## src/rtl/nes_pad_responder_if.sv

```systemverilog
// Pad-side bus of nes_pad_responder: host pins, button source and read status.
// master = host/button-source side, slave = the responder itself.
interface nes_pad_responder_if;
  logic       i_data_latch;
  logic       i_data_clock;
  logic [7:0] i_button_state;
  logic [1:0] i_turbo;
  logic       o_serial_data;
  logic [3:0] o_bit_index;
  logic       o_read_done;

  modport master (
    output i_data_latch, i_data_clock, i_button_state, i_turbo,
    input  o_serial_data, o_bit_index, o_read_done
  );

  modport slave (
    input  i_data_latch, i_data_clock, i_button_state, i_turbo,
    output o_serial_data, o_bit_index, o_read_done
  );
endinterface

```

## src/rtl/nes_pad_responder.sv

```systemverilog
// NES gamepad (4021-style) responder: synchronises host latch/clock and shifts out 8 buttons.
// Optional turbo masking on A/B is built only when NESPAD_TURBO_EN is defined.
module nes_pad_responder #(
  parameter int unsigned SYNC_STAGES  = 2,
  parameter int unsigned TURBO_PERIOD = 4
) (
  input  logic                i_clk,
  input  logic                i_rst,
  nes_pad_responder_if.slave  bus
);

  localparam int unsigned SR_W  = 8;
  localparam int unsigned IDX_W = 4;

  typedef enum logic [1:0] {
    ST_IDLE  = 2'd0,
    ST_LOAD  = 2'd1,
    ST_SHIFT = 2'd2,
    ST_DONE  = 2'd3
  } state_t;

  state_t            state;
  logic [SR_W-1:0]   sr;
  logic [IDX_W-1:0]  bit_index;
  logic              serial_data;
  logic              read_done;
  logic [SR_W-1:0]   masked;

  logic [SYNC_STAGES-1:0] latch_sync;
  logic [SYNC_STAGES-1:0] clock_sync;
  logic                   latch_prev;
  logic                   clock_prev;
  logic                   latch_s;
  logic                   clock_s;
  logic                   latch_rise;
  logic                   latch_fall;
  logic                   clock_rise;

  // Host pins are asynchronous: synchronise, then one flop for edge detection
  always_ff @(posedge i_clk) begin
    if (i_rst) begin
      latch_sync <= '0;
      clock_sync <= '0;
      latch_prev <= 1'b0;
      clock_prev <= 1'b0;
    end else begin
      latch_sync <= {latch_sync[SYNC_STAGES-2:0], bus.i_data_latch};
      clock_sync <= {clock_sync[SYNC_STAGES-2:0], bus.i_data_clock};
      latch_prev <= latch_s;
      clock_prev <= clock_s;
    end
  end

  assign latch_s    = latch_sync[SYNC_STAGES-1];
  assign clock_s    = clock_sync[SYNC_STAGES-1];
  assign latch_rise = latch_s & ~latch_prev;
  assign latch_fall = ~latch_s & latch_prev;
  assign clock_rise = clock_s & ~clock_prev;

`ifdef NESPAD_TURBO_EN
  localparam int unsigned CNT_W = $clog2(TURBO_PERIOD) + 1;

  logic [CNT_W-1:0] fall_cnt;
  logic             turbo_phase;

  // Phase flips after every TURBO_PERIOD latch falls, whatever state we are in
  always_ff @(posedge i_clk) begin
    if (i_rst) begin
      fall_cnt    <= '0;
      turbo_phase <= 1'b0;
    end else if (latch_fall) begin
      if (fall_cnt == CNT_W'(TURBO_PERIOD - 1)) begin
        fall_cnt    <= '0;
        turbo_phase <= ~turbo_phase;
      end else begin
        fall_cnt <= fall_cnt + CNT_W'(1);
      end
    end
  end

  always_comb begin
    masked = bus.i_button_state;
    if (!turbo_phase) begin
      if (bus.i_turbo[0]) masked[0] = 1'b0;
      if (bus.i_turbo[1]) masked[1] = 1'b0;
    end
  end
`else
  localparam int unsigned unused_turbo_period = TURBO_PERIOD;
  logic unused_turbo;

  assign unused_turbo = ^bus.i_turbo;

  always_comb begin
    masked = bus.i_button_state;
  end
`endif

  // Read FSM; a latch rise (or latch already high out of IDLE) always restarts in LOAD
  always_ff @(posedge i_clk) begin
    if (i_rst) begin
      state       <= ST_IDLE;
      sr          <= '1;
      bit_index   <= '0;
      serial_data <= 1'b1;
      read_done   <= 1'b0;
    end else begin
      read_done <= 1'b0;
      if (latch_rise || (state == ST_IDLE && latch_s)) begin
        state       <= ST_LOAD;
        sr          <= ~masked;
        serial_data <= ~masked[0];
        bit_index   <= '0;
      end else begin
        case (state)
          ST_IDLE: begin
            sr          <= '1;
            serial_data <= 1'b1;
            bit_index   <= '0;
          end
          ST_LOAD: begin
            if (latch_fall) begin
              // Latch fall wins over a coincident clock edge; sr stays frozen
              state       <= ST_SHIFT;
              bit_index   <= '0;
              serial_data <= sr[0];
            end else begin
              sr          <= ~masked;
              serial_data <= ~masked[0];
            end
          end
          ST_SHIFT: begin
            if (clock_rise) begin
              sr        <= {1'b0, sr[SR_W-1:1]};
              bit_index <= bit_index + IDX_W'(1);
              if (bit_index == IDX_W'(SR_W - 1)) begin
                state       <= ST_DONE;
                serial_data <= 1'b0;
                read_done   <= 1'b1;
              end else begin
                serial_data <= sr[1];
              end
            end
          end
          ST_DONE: begin
            serial_data <= 1'b0;
          end
          default: begin
            state <= ST_IDLE;
          end
        endcase
      end
    end
  end

  assign bus.o_serial_data = serial_data;
  assign bus.o_bit_index   = bit_index;
  assign bus.o_read_done   = read_done;

endmodule

```

## src/flat_wrapper.sv

```systemverilog
// flat-port wrapper written by rule: the top's interface ports become plain ports
module nes_pad_responder_flat 
#(
  parameter int unsigned SYNC_STAGES  = 2,
  parameter int unsigned TURBO_PERIOD = 4
)
  (i_clk, i_rst, bus_i_data_latch, bus_i_data_clock, bus_i_button_state, bus_i_turbo, bus_o_serial_data, bus_o_bit_index, bus_o_read_done);
  nes_pad_responder_if bus_i ();
  input  logic i_clk;
  input  logic i_rst;
  input wire logic [$bits(bus_i.i_data_latch)-1:0] bus_i_data_latch;
  input wire logic [$bits(bus_i.i_data_clock)-1:0] bus_i_data_clock;
  input wire logic [$bits(bus_i.i_button_state)-1:0] bus_i_button_state;
  input wire logic [$bits(bus_i.i_turbo)-1:0] bus_i_turbo;
  output wire logic [$bits(bus_i.o_serial_data)-1:0] bus_o_serial_data;
  output wire logic [$bits(bus_i.o_bit_index)-1:0] bus_o_bit_index;
  output wire logic [$bits(bus_i.o_read_done)-1:0] bus_o_read_done;
  assign bus_i.i_data_latch = bus_i_data_latch;
  assign bus_i.i_data_clock = bus_i_data_clock;
  assign bus_i.i_button_state = bus_i_button_state;
  assign bus_i.i_turbo = bus_i_turbo;
  assign bus_o_serial_data = bus_i.o_serial_data;
  assign bus_o_bit_index = bus_i.o_bit_index;
  assign bus_o_read_done = bus_i.o_read_done;
  nes_pad_responder #(.SYNC_STAGES(SYNC_STAGES), .TURBO_PERIOD(TURBO_PERIOD)) u_core (.i_clk(i_clk), .i_rst(i_rst), .bus(bus_i));
endmodule
```

## config.mk

```make
export PLATFORM = sky130hd
export DESIGN_NAME = nes_pad_responder_flat
export DESIGN_NICKNAME = d
export VERILOG_FILES = /design/src/rtl/nes_pad_responder_if.sv /design/src/rtl/nes_pad_responder.sv /design/src/flat_wrapper.sv
export SDC_FILE = /design/constraint.sdc
export NUM_CORES = 1
export LEC_CHECK = 0
export BUFFER_PORTS_ARGS = -buffer_cell sky130_fd_sc_hd__buf_2
export CAP_MARGIN = 20
export CELL_PAD_IN_SITES_DETAIL_PLACEMENT = 1
export CELL_PAD_IN_SITES_GLOBAL_PLACEMENT = 2
export CORE_MARGIN = 3
export CORE_UTILIZATION = 32
export DETAILED_ROUTE_END_ITERATION = 7
export MAX_ROUTING_LAYER = met4
export PLACE_DENSITY_LB_ADDON = 0.1
export SLEW_MARGIN = 20
export SYNTH_ARGS = -nofsm -noshare
export SYNTH_HDL_FRONTEND = slang
export SYNTH_SLANG_ARGS = --single-unit
```

## constraint.sdc

```tcl
create_clock -name i_clk -period 1.7 [get_ports i_clk]
set_input_delay 0.255 -clock i_clk [delete_from_list [all_inputs] [get_ports i_clk]]
set_output_delay 0.255 -clock i_clk [all_outputs]
set_load 0.01 [all_outputs]
```

# == Word level (Yosys, flattened, before mapping) ==
# Cells that the tools add are included.
# classes
muxes,18
n_reduce_logical,13
n_eq_ne,11
n_addsub,1
bitwise_logic,10
# ops
op,n
2-to-1 mux 8 bit,3
one-hot mux 8 bit (3 select lines),1
one-hot mux 4 bit (3 select lines),1
"inequality test 3 x 1 -> 1 bit, second input constant",3
2-to-1 mux 4 bit,2
inverter 8 bit,1
AND reduction 4 bit,2
2-to-1 mux 1 bit,6
2-to-1 mux 2 bit,3
"inequality test 2 x 1 -> 1 bit, second input constant",3
inverter 1 bit,6
AND reduction 3 bit,2
nonzero test 3 bit,2
"adder 4 x 1 -> 4 bit, second input constant",1
"equality test 2 bit, second input constant",2
"equality test 4 x 3 -> 1 bit, second input constant",1
one-hot mux 1 bit (4 select lines),1
one-hot mux 2 bit (2 select lines),1
nonzero test 4 bit,1
OR reduction 4 bit,1
bitwise AND 1 bit,3
"inequality test 3 bit, second input constant",1
"equality test 2 x 1 -> 1 bit, second input constant",1
logical NOT 2 bit,1
4 further kinds,4
# word_totals
register_bits,22
inputBits,14
output_inout_bits,6
word_cells,63

# == Longest topological paths before layout ==
# depth
depth_word,5
ltp_mapped,8
depth_no_buf,6

# == Worst setup path after synthesis ==
# Ideal clock, no wire load.
# synth_path
path_type,register to register
startpoint,reg u_core.state[1]
endpoint,reg u_core.sr[0]
required_ns,1.567
path_slack_ns,0.184
stages_incl_launch_ff,7
t_arrival_ns,1.383
path_cell_list,dfxtp_1 > inv_1 > ha_1 > buf_2 > a22oi_1 > o221ai_4 > mux2i_1
# synth_via
elab_chain_cells,5
# synth_rtl
item,line_no,source
start: declaration,nes_pad_responder.sv:22,state_t state;
start signal: assignment,nes_pad_responder.sv:102,state <= ST_IDLE;
start signal: assignment,nes_pad_responder.sv:110,state <= ST_LOAD;
start signal: assignment,nes_pad_responder.sv:124,state <= ST_SHIFT;
logical NOT 2 bit,"nes_pad_responder.sv:109, nes_pad_responder.sv:115",
logical AND 1 bit,nes_pad_responder.sv:109,if (latch_rise || (state == ST_IDLE && latch_s)) begin
logical OR 1 bit,nes_pad_responder.sv:109,
"inequality test 3 bit (no line), or another cell as far along",-,
AND reduction 3 bit (no line),-,
end signal: assignment,nes_pad_responder.sv:111,sr <= ~masked;
end signal: assignment,nes_pad_responder.sv:128,sr <= ~masked;
end signal: assignment,nes_pad_responder.sv:134,"sr <= {1'b0, sr[SR_W-1:1]};"
end: declaration,nes_pad_responder.sv:23,logic [SR_W-1:0] sr;
# Parallel ways exist; a longest one is shown, timed or not.
# A chain may end at the register's enable or synchronous reset.

# == Worst setup path after layout ==
# layout_path
startpoint,reg u_core.state[0]
endpoint,reg u_core.sr[6]
# The elaborated chain is that of the path after synthesis.

==> metrics.txt <==
effective utilization at floorplan=34.34%; via-per-instance ratio=5.082; share of the synthesized area in the top cell type=36.97%; pin slew with the least headroom to its limit=0.4519 ns; cell type with the highest aggregate area in the netlist=dfxtp_1; post-CTS clock slew at the launch and capture registers of the worst setup and hold paths=0.08 ns; Setup Skew=~0.0015 ns; Worst Reg-to-Reg Cells=7; vias in the first global route=1,057; total standard cell area after synthesis=~0.0012 sq mm; Post-synth top flop=dfxtp_1; max-cap violations=0; Slew headroom=roughly 70%; global-route usage over all layers=15.01%; Routed WL per cell=roughly 14 um; Peak VDD IR=271.4 uV; average instance area after synthesis=8.694 sq um; num ports=20; count of fill cells added during filler insertion=432; final setup violating endpoints=0; count of port buffers added during placement=17; core area=0.003468 sq mm; library cells used by synthesis=36; Final Core Density=42.39%; synthesis-to-finish area growth=23.42%; final weighted congestion in routability-driven placement=0.7865; number of antenna violations at the first check in global routing=0; Gate Count Post-Synth=approximately 140; maximum operating frequency=611.8 MHz; asr flop ratio synth=0%; floorplan die area=between 0.004 and 0.005 sq mm; warnings from Yosys=0; number of enable flip-flop cells after synthesis=0; maximum fanout encountered on the critical timing path=7; outcome=completed; count of nets after finishing=182; Remaining Overflow, GRT=0; sink count of the clock tree=22; count leader, synth=dfxtp_1; Net Count, Synth=156; wirelength, routed=2944 um; total half-perimeter wirelength after legalization and detailed placement=2159 um; Hold Path Class=input port to register; TritonCTS clock tree=yes; pin count of the biggest net entering global routing=26; standard-cell row count=21; kind of critical path=register to register; drt initial violations=37; number of buffers inserted during clock tree synthesis=3; data required time of the critical path=1.85 ns; number of flip-flops and latches in the synthesized netlist=22; wire length of the first global-routing pass=~5000 um; arrival time at the worst endpoint=1.79 ns; worst skew pair latency=0.27 ns; leading post-synthesis cells by cell area=dfxtp_1, mux2i_1, nand2_1, a221oi_1, ha_1; unrepaired setup endpoints after global routing=yes; height of the die=67.01 um; share of layout cells above drive strength 1=24.69%; count of unresolved DRC violations after routing=0; least setup slack across all paths after layout=0.06539 ns; leakage power of the design=between 0.6 and 0.7 nW; type of element launching the critical path=register; drt pass-1 iters=4; Bufs on Longest Clock Path=2; Power Dens Cells=a little over 800 mW/mm^2; Worst setup EP type=register; cell depth of the worst min-delay path=2; antenna-violating nets left=0; count of endpoints failing hold in the final timing report=0; maximum level of the CTS H-tree=1; most frequent cells after synthesis=dfxtp_1, nand2_1, inv_1, nor2_1, mux2i_1; routed via count=1,057; Max Transition Viols Final=0; sequential area share after synthesis=36.97%; floorplan die width=67.01 um; library cell used as clock root buffer=clkbuf_8; Setup Slack @ Placement=-0.1139 ns; Ant. Diodes=0; Tmin final=roughly 1.6 ns; ratio of final minimum period to clock period=a little under 100%
## logic make-up (layout without fill, tap and decap cells)
kind of cell	Yosys count	after routing	synth area share, %
and+or+nand+nor	51	51	20.80
AOI/OAI and AO/OA	28	28	20.69
DFF	22	22	36.97
buffers and inverters	19	44	6.302
muxes	11	11	9.244
adders and majority gates	5	5	5.252
xor gates and xnor gates	1	1	0.7354
## power by group
part,switching (mW),internal (mW)
registers,0.0193,0.546
clock network,0.183,0.207
logic,0.126,0.117
## state kept, by name, summed over array words and instances (netlist names)
register and count:
u_core.state 2, u_core.latch_prev 1, u_core.bus.o_read_done 1, u_core.bus.o_serial_data 1, u_core.bus.o_bit_index 4, u_core.sr 8, u_core.clock_prev 1, u_core.latch_sync 2
u_core.clock_sync 2
## stage by stage
stage / total power [mW] / instances / setup TNS, ns / area, sq um / hold WS [ns]
after global routing: 1.266 / 208 / -0.07291 / 1470 / 0.1966
after CTS: 1.217 / 208 / 0 / 1456 / 0.1876
after global placement: 0.7964 / 203 / -0.1816 / 1375 / 0.4179
after floorplan: 0.7291 / 137 / 0 / 1191 / 0.3832
after detailed placement: 0.8029 / 203 / -0.7511 / 1375 / 0.4305
final: 1.198 / 208 / 0 / 1470 / 0.1944
## path summary, 6_finish.rpt
check | startpoint | to | slack [ns]
worst min register to register | u_core.latch_sync[0] | u_core.latch_sync[1] | 0.45
worst min-delay path | bus_i_data_latch | u_core.latch_sync[0] | 0.19
worst max-delay path | u_core.state[0] | u_core.sr[6] | 0.07
worst max register to register | u_core.state[0] | u_core.sr[6] | 0.07
## area by class of cell
type	count	area, sq um	area share [%]
inverter	13	48.80	3.319
tap	46	57.56	3.915
timing repair buffer	27	172.7	11.74
sequential	22	442.9	30.13
clock buffer	4	55.05	3.745
multi-input combinational	96	693.2	47.15
## critical path, cell delays in order (launching register included)
cell and delay (ns):
dfxtp_2 0.35, inv_1 0.07, ha_1 0.24, and2b_1 0.22
o21ai_1 0.06, buf_4 0.17, a221oi_1 0.29, mux2i_1 0.10
## per-layer routing
metal  vias to the layer above  share of wire [%]  global-route usage (%)  wire length, um
met2                        15                 48                   24.79             1423
met3                         5                3.0                   2.530               89
met5                         -                  0                       -                0
met4                         0                2.1                   6.835               63
met1                       508                 46                   17.69             1367
li1                        529                  -                       -                -
## repair_timing
action,CTS,global route
buffers inserted,1,0
setup endpoints to repair,11,12
hold buffers,0,0
pin swaps,1,0
gates resized for setup,3,3
## layout by cell type (no fill, tap or decap), types with 4 or more instances in the layout
master / n
inv_1: 13
mux2i_1: 11
o21ai_0: 4
nor2b_1: 5
clkbuf_8: 4
nor2_1: 13
buf_2: 17
buf_4: 9
dfxtp_1: 20
a221oi_1: 6
nand2_1: 19
ha_1: 4
No activity file was read; power rests on OpenSTA's default activity.
